### config.mk
export PLATFORM = sky130hd
export DESIGN_NAME = ssd_display_driver
export DESIGN_NICKNAME = d
export VERILOG_FILES = /design/src/rtl/ssd_display_driver.sv
export SDC_FILE = /design/constraint.sdc
export NUM_CORES = 1
export LEC_CHECK = 0
export CAP_MARGIN = 20
export CORE_MARGIN = 1
export CORE_UTILIZATION = 40
export DETAILED_ROUTE_END_ITERATION = 8
export PLACE_DENSITY_LB_ADDON = 0.3
export SYNTH_ARGS = -nofsm -noshare
export SYNTH_HDL_FRONTEND = slang
export SYNTH_SLANG_ARGS = --single-unit
### constraint.sdc
create_clock -name clk -period 2.59 [get_ports clk]
set_input_delay 0.518 -clock clk [delete_from_list [all_inputs] [get_ports clk]]
set_output_delay 0.518 -clock clk [all_outputs]
set_load 0.01 [all_outputs]
### src/rtl/ssd_display_driver.sv
// Seven-segment display driver for the 13-bit debug value.
// A sequential double-dabble converter, doing one iteration per cycle, turns the
// value into 4 BCD digits. The digits are time-multiplexed onto a common-anode
// 4-digit display, with optional blanking of leading zeros.
module ssd_display_driver #(
    parameter int unsigned REFRESH_DIV = 100000,
    parameter bit          BLANK_LZ    = 1'b1
) (
    input  logic        clk,
    input  logic        rst,
    input  logic [12:0] value,
    output logic [3:0]  anode,
    output logic [6:0]  seg,
    output logic [15:0] bcd,
    output logic        busy
);

    localparam int unsigned      CntW   = (REFRESH_DIV > 1) ? $clog2(REFRESH_DIV) : 1;
    localparam logic [CntW-1:0]  CntMax = CntW'(REFRESH_DIV - 1);

    typedef enum logic [0:0] {StIdle, StShift} state_e;

    state_e          state_q, state_d;
    logic [12:0]     captured_q, captured_d;
    // {bcd nibbles [28:13], binary remainder [12:0]}
    logic [28:0]     shreg_q, shreg_d;
    logic [3:0]      iter_q, iter_d;
    logic            busy_q, busy_d;
    logic            pending_q, pending_d;
    logic [15:0]     bcd_q, bcd_d;
    logic [CntW-1:0] cnt_q, cnt_d;
    logic [1:0]      idx_q, idx_d;
    logic [3:0]      anode_q, anode_d;
    logic [6:0]      seg_q, seg_d;

    logic [28:0]     adj;
    logic [28:0]     shifted;
    logic            cnt_wrap;
    logic [3:0]      nib;
    logic            blank;

    // Active-low {g,f,e,d,c,b,a} pattern for one BCD digit
    function automatic logic [6:0] decode(input logic [3:0] d);
        logic [6:0] s;
        case (d)
            4'd0:    s = 7'b1000000;
            4'd1:    s = 7'b1111001;
            4'd2:    s = 7'b0100100;
            4'd3:    s = 7'b0110000;
            4'd4:    s = 7'b0011001;
            4'd5:    s = 7'b0010010;
            4'd6:    s = 7'b0000010;
            4'd7:    s = 7'b1111000;
            4'd8:    s = 7'b0000000;
            4'd9:    s = 7'b0010000;
            default: s = 7'b1111111;
        endcase
        return s;
    endfunction

    // Conversion FSM: capture a new value, then 13 add-3/shift iterations
    always_comb begin
        state_d    = state_q;
        captured_d = captured_q;
        shreg_d    = shreg_q;
        iter_d     = iter_q;
        busy_d     = busy_q;
        pending_d  = pending_q;
        bcd_d      = bcd_q;

        adj = shreg_q;
        for (int k = 0; k < 4; k++) begin
            if (shreg_q[13 + 4*k +: 4] >= 4'd5) begin
                adj[13 + 4*k +: 4] = shreg_q[13 + 4*k +: 4] + 4'd3;
            end
        end
        shifted = adj << 1;

        case (state_q)
            StIdle: begin
                if (pending_q || (value != captured_q)) begin
                    captured_d = value;
                    shreg_d    = {16'h0000, value};
                    iter_d     = 4'd0;
                    busy_d     = 1'b1;
                    pending_d  = 1'b0;
                    state_d    = StShift;
                end
            end
            StShift: begin
                shreg_d = shifted;
                iter_d  = iter_q + 4'd1;
                if (iter_q == 4'd12) begin
                    bcd_d   = shifted[28:13];
                    busy_d  = 1'b0;
                    state_d = StIdle;
                end
            end
            default: state_d = StIdle;
        endcase
    end

    // Free-running refresh counter; digit index advances on each wrap
    always_comb begin
        cnt_wrap = (cnt_q == CntMax);
        cnt_d    = cnt_wrap ? '0 : cnt_q + 1'b1;
        idx_d    = cnt_wrap ? idx_q + 2'd1 : idx_q;
    end

    // Display outputs for the current digit, including leading-zero blanking
    always_comb begin
        nib   = bcd_q[{idx_q, 2'b00} +: 4];
        blank = 1'b0;
        if (BLANK_LZ && (idx_q != 2'd0)) begin
            blank = ((bcd_q >> {idx_q, 2'b00}) == 16'h0000);
        end
        anode_d = blank ? 4'b1111 : ~(4'b0001 << idx_q);
        seg_d   = blank ? 7'b1111111 : decode(nib);
    end

    // State registers with synchronous reset
    always_ff @(posedge clk) begin
        if (rst) begin
            state_q    <= StIdle;
            captured_q <= '0;
            shreg_q    <= '0;
            iter_q     <= '0;
            busy_q     <= 1'b0;
            pending_q  <= 1'b1;
            bcd_q      <= '0;
            cnt_q      <= '0;
            idx_q      <= '0;
            anode_q    <= 4'b1111;
            seg_q      <= 7'b1111111;
        end else begin
            state_q    <= state_d;
            captured_q <= captured_d;
            shreg_q    <= shreg_d;
            iter_q     <= iter_d;
            busy_q     <= busy_d;
            pending_q  <= pending_d;
            bcd_q      <= bcd_d;
            cnt_q      <= cnt_d;
            idx_q      <= idx_d;
            anode_q    <= anode_d;
            seg_q      <= seg_d;
        end
    end

    assign anode = anode_q;
    assign seg   = seg_q;
    assign bcd   = bcd_q;
    assign busy  = busy_q;

endmodule

After elaboration in Yosys (flattened, before gate mapping)
Memories as Yosys holds them, arrays and structs flattened. A register that Yosys moved wholly into a read port is not among the register bits. Index checks and enable logic that the tools add are counted.

Bitwise operators: 2. Equal/unequal tests: 5. Shift-type cells: 3. Reduce and logical (&&, ||, !) cells: 8. Multiplexer cells: 15. Add/sub/neg operators: 7. $lt $le $gt $ge: 4.

Operator list (count): one-hot mux 29 bit (2 select lines) (1); two-way mux 29 bit (1); adder 17 x 1 -> 17 bit, second input constant (1); equality test 17 bit, second input constant (1); greater-or-equal comparator 4 x 3 -> 1 bit, second input constant (4); zero test 16 bit (1); two-way mux 4 bit (4); indexed part select 16 x 5 -> 4 bit (1); right shift 16 x 4 -> 16 bit (1); inequality test 13 bit (1); adder 4 x 2 -> 4 bit, second input constant (3); one-hot mux 4 bit (2 select lines) (1); AND reduction 2 bit (3); two-way mux 1 bit (5); adder 4 x 1 -> 4 bit, second input constant (1); equality test 4 bit, second input constant (1); NOT 4 bit (1); one-hot mux 1 bit (2 select lines) (2); OR reduction 2 bit (2); << shifter 1 x 2 -> 4 bit, first input constant (1); adder 3 x 2 -> 3 bit, second input constant (1); two-way mux 3 bit (1); adder 2 x 1 -> 2 bit, second input constant (1); inequality test 2 x 1 -> 1 bit, second input constant (1); other kinds (4) (4).

Bits of input ports: 15. Memories: 1. Bits in registers: 88. Logic and storage cells: 55. Memory bits (read-only): 112. Output and inout port bits: 28.

Memory list: (name not given) (words 16, width 7, rd ports 1, clocked after memory_dff 1, write ports 0, line 45) `case (d)`.

Longest topological paths before layout
Word-level depth: 4. Depth in mapped cells: 8. Gate-level depth less buffers: 7.

Worst setup path before layout
No wires, ideal clock.

Path type: reg-to-reg. Start: register idx_q[0]. End: register seg_q[1] (netlist: seg[1]). Data required time: 2516 ps. Clock period less this slack: 1977 ps. Stages on the path, launching flop included: 9. Path buffers: 1. Setup slack: 613 ps. Arrival time: 1903 ps. Setup time: 74 ps. Path through: dfxtp_1 > buf_4 > mux4_2 > inv_1 > ha_1 > inv_1 > nor4_1 > a31oi_1 > o21ai_0.

Longest elaborated chain between the ends: 4. Elaborated cells on any way between the ends: 6. Those cells by class: shift: 2; mux: 1; reduce/logical: 3.

Ends and longest elaborated chain: start, declared (line 32) `logic [1:0] idx_q, idx_d;`; start signal, assigned (line 144) `idx_q <= idx_d;`; right shift 16 x 4 -> 16 bit (line 115) `blank = ((bcd_q >> {idx_q, 2'b00}) == 16'h0000);`; zero test 16 bit (line 115); two-way mux 1 bit (line 114) `if (BLANK_LZ && (idx_q != 2'd0)) begin`; OR reduction 2 bit (no line); end, declared (line 34) `logic [6:0] seg_q, seg_d;`.

Several ways; a longest one is shown, not always the timed one. A chain may end at the register's enable or synchronous reset.

Worst setup path in the final report
Same ends and word-level chain as after synthesis.

==> summary.txt <==
Finish
  • Total inserted antenna cells: 0
  • Fraction of layout cells with a size suffix above 1: 0.08348
  • Net count, final: 593
  • Fin area: 5378 um2
  • Area added between synthesis and finish: 17.14%
  • Final core utilization: 0.4875

Floorplanning
  • Total number of placement rows: 38
  • Die footprint: 11,910 um2
  • Effective utilization at floorplan: 0.4162
  • Width of the die: 109.1 um
  • Height of the chip: 109.1 um
  • Floorplan Core Area: 11,030 um2
  • # IOs: 43

Synth
  • Fraction of the yosys area taken by sequential cells: 0.4143
  • Library cells used by synthesis: 42
  • Post-synth top area cell: sky130_fd_sc_hd__dfxtp_1
  • Count of flip-flops with a built-in enable after synthesis: 0
  • Synth Instances: 530
  • Top cell type's share of synthesized area: 0.4143
  • Async set-or-reset flop fraction in the synthesized netlist: 0
  • Predominant post-synthesis flop cell: sky130_fd_sc_hd__dfxtp_1
  • Area of the mapped netlist: 4591 um2
  • Cell types with the largest area share after synthesis: sky130_fd_sc_hd__dfxtp_1 41%, sky130_fd_sc_hd__nor2_1 5.6%, sky130_fd_sc_hd__a21oi_1 5.5%
  • Warning count from the yosys run: 0
  • Most used standard cell by instance count after synthesis: sky130_fd_sc_hd__dfxtp_1
  • Most numerous cell types in the synthesized netlist: 95 x sky130_fd_sc_hd__dfxtp_1, 69 x sky130_fd_sc_hd__nor2_1, 63 x sky130_fd_sc_hd__nand2_1
  • Post-Syn Area per Cell: 8.662 um2
  • Number of synthesized register bits: 95
  • Total nets after synthesis: 565

CTS
  • Number of setup buffers added after CTS: 0
  • Clock insertion delay at the later pin of the skew report: 340 ps
  • Clock net sink count: 95
  • CTS root buffer: sky130_fd_sc_hd__clkbuf_16
  • Clock transition time at the flip-flop clock pins of the worst setup and hold paths: 70 ps
  • Clock Path Buffers: 2
  • Number of levels the H-tree was split into: 3
  • TritonCTS clock tree: built
  • Num CTS Buffers: 9

Global route
  • Pin count of the biggest net entering global routing: 42
  • Vias in the first global route: 3,334
  • Overall global routing resource usage: 0.1675
  • Global route total overflow: 0
  • Global-route wire length before repair: 15,640 um
  • Initial antenna violation count: 0

Power
  • Leakage: 1.935 nW
  • Highest ir drop seen on vdd: 243.0 uV
  • Overall power consumption: 0.003053 W
  • Pwr Density: 567.8 nW/um2

Detailed routing
  • Vias/cell: 5.230
  • Number of violations reported at the end of detailed-routing iteration 0: 209
  • Average wire length per cell after detail routing: 13.19 um
  • Vias post-DR: 3,677
  • First drt pass iteration count: 4
  • Remaining antenna violation count after routing: 0
  • Final routed wirelength across all metal layers: 9273 um
  • DRC violation count after routing: 0

Worst hold path
  • Type of the worst min-delay path: reg2reg
  • Hold path start: pending_q
  • Worst hold path depth: 2
  • Worst hold endpoint: pending_q

Timing
  • Setup clock skew after layout: 4.395 ps
  • Final Hold Vio Count: 0
  • Worst slew margin relative to its limit: 0.6119
  • Maximum frequency from static timing analysis: 429.6 MHz
  • Actual transition at the worst max-transition pin: 582.2 ps
  • Setup repair after global routing missed its margin: no
  • Number of setup violations in the final report: 0
  • Setup tns final: 0 ps
  • Time the final worst path needs with I/O delays and setup: 2328 ps
  • Final clock period utilization by the worst path: 0.8987
  • Pins Over Slew Limit: 0

Outcome
  • Status: complete, no violations

Critical path
  • Worst-path maximum fanout: 10
  • Data arrival at the endpoint of the critical path: 2590 ps
  • Terminus of the critical flop-to-flop path: seg[1]
  • Setup Crit Path Kind: reg2reg
  • R2r worst-path depth: 7
  • Critical path capture point type: flip-flop
  • Required time of the critical path: 2850 ps
  • Type of element launching the critical path: flip-flop
  • Origin of the critical flop-to-flop path: idx_q[0]
  • Register-to-register setup slack: 260 ps

Flow run
  • Number of violations of the max-capacitance limit: 0

Placement
  • Hpwl dp: 6607 um
  • Count of input and output buffers: 42
  • Final weighted congestion in routability-driven placement: 0.8040
  • Post-DP Area: 5070 um2
==> logic make-up after synthesis <==
family / Yosys count / synth area share
adder cells (fa/ha/maj): 20 / 0.05451
AND/OR/NAND/NOR: 218 / 0.2257
buffers and inverters: 51 / 0.05642
multiplexers: 17 / 0.04797
AO/OA/AOI/OAI: 97 / 0.1401
XOR/XNOR: 32 / 0.06105
flip-flops: 95 / 0.4143
==> stage by stage <==
stage | setup WS [ps] | hold WS (ps) | cells
2_1_floorplan | 613.0 | 417.5 | 530
3_3_place_gp | 39.86 | 430.6 | 687
3_5_place_dp | 20.26 | 437.4 | 687
4_1_cts | 222.4 | 454.1 | 703
5_1_grt | 54.66 | 467.7 | 703
6_report | 262.4 | 449.9 | 703
==> power by group <==
part | internal, W | leakage (nW) | switching (W)
clock | 0.000779 | 0.143 | 0.000552
sequential | 0.00150 | 0.776 | 0.0000272
combinational | 0.0000849 | 1.02 | 0.000108
==> what timing repair did <==
item,CTS,global route
hold buffers,0,0
gates resized for setup,0,1
setup endpoints to repair,0,4
==> registers in the layout, summed over array words and instances, names as in the netlist, 2 cells and up <==
name        flops
seg             7
cnt_q          17
bcd            16
iter_q          4
captured_q     13
shreg_q        29
idx_q           2
anode           4
==> layout make-up <==
type / count / area, um2
inverter: 20 / 75.07
tap: 140 / 175.2
multi-input combinational: 384 / 2437
clock inverter: 4 / 55.05
clock buffer: 12 / 246.5
fill: 1094 / 5653
timing repair buffer: 48 / 485.5
sequential: 95 / 1903
==> per-layer routing <==
metal / track usage / part of all wire
met5: 0 / 0
met4: 0.05116 / 0.010
met3: 0.05320 / 0.047
met2: 0.2628 / 0.46
met1: 0.2180 / 0.48
==> cell usage in the layout (no fill, tap or decap), types with 7 or more instances in the layout <==
cell                              instances
sky130_fd_sc_hd__inv_1                   18
sky130_fd_sc_hd__nor4_1                   7
sky130_fd_sc_hd__nand3b_1                 9
sky130_fd_sc_hd__clkbuf_16                9
sky130_fd_sc_hd__clkdlybuf4s50_1         41
sky130_fd_sc_hd__nor2_1                  69
sky130_fd_sc_hd__xnor2_1                 13
sky130_fd_sc_hd__mux2i_1                 13
sky130_fd_sc_hd__o21ai_0                 21
sky130_fd_sc_hd__a2111oi_2               11
sky130_fd_sc_hd__xor2_1                  19
sky130_fd_sc_hd__nand2_1                 63
sky130_fd_sc_hd__nor3_1                  16
sky130_fd_sc_hd__ha_1                    20
sky130_fd_sc_hd__dfxtp_1                 94
sky130_fd_sc_hd__a21oi_1                 50
sky130_fd_sc_hd__nand3_1                 23
==> worst max-delay path, stage by stage, from the launching register on <==
cell and delay, ps:
sky130_fd_sc_hd__dfxtp_1 570, sky130_fd_sc_hd__mux4_2 630, sky130_fd_sc_hd__inv_1 150, sky130_fd_sc_hd__ha_1 160
sky130_fd_sc_hd__inv_1 60, sky130_fd_sc_hd__nor4_1 300, sky130_fd_sc_hd__a31oi_2 250, sky130_fd_sc_hd__o21ai_0 130
==> worst max-delay path by stage <==
stage / start / endpoint / slack, ps / depth (start not counted)
2_1_floorplan: idx_q[0] / seg[1] / 610 / 8
3_3_place_gp: value[0] / shreg_q[10] / 40 / 7
3_5_place_dp: value[0] / shreg_q[8] / 20 / 7
4_1_cts: idx_q[0] / seg[1] / 220 / 7
5_1_grt: idx_q[0] / seg[6] / 50 / 7
6_report: idx_q[0] / seg[1] / 260 / 7
(Power assumes the default switching activity.)
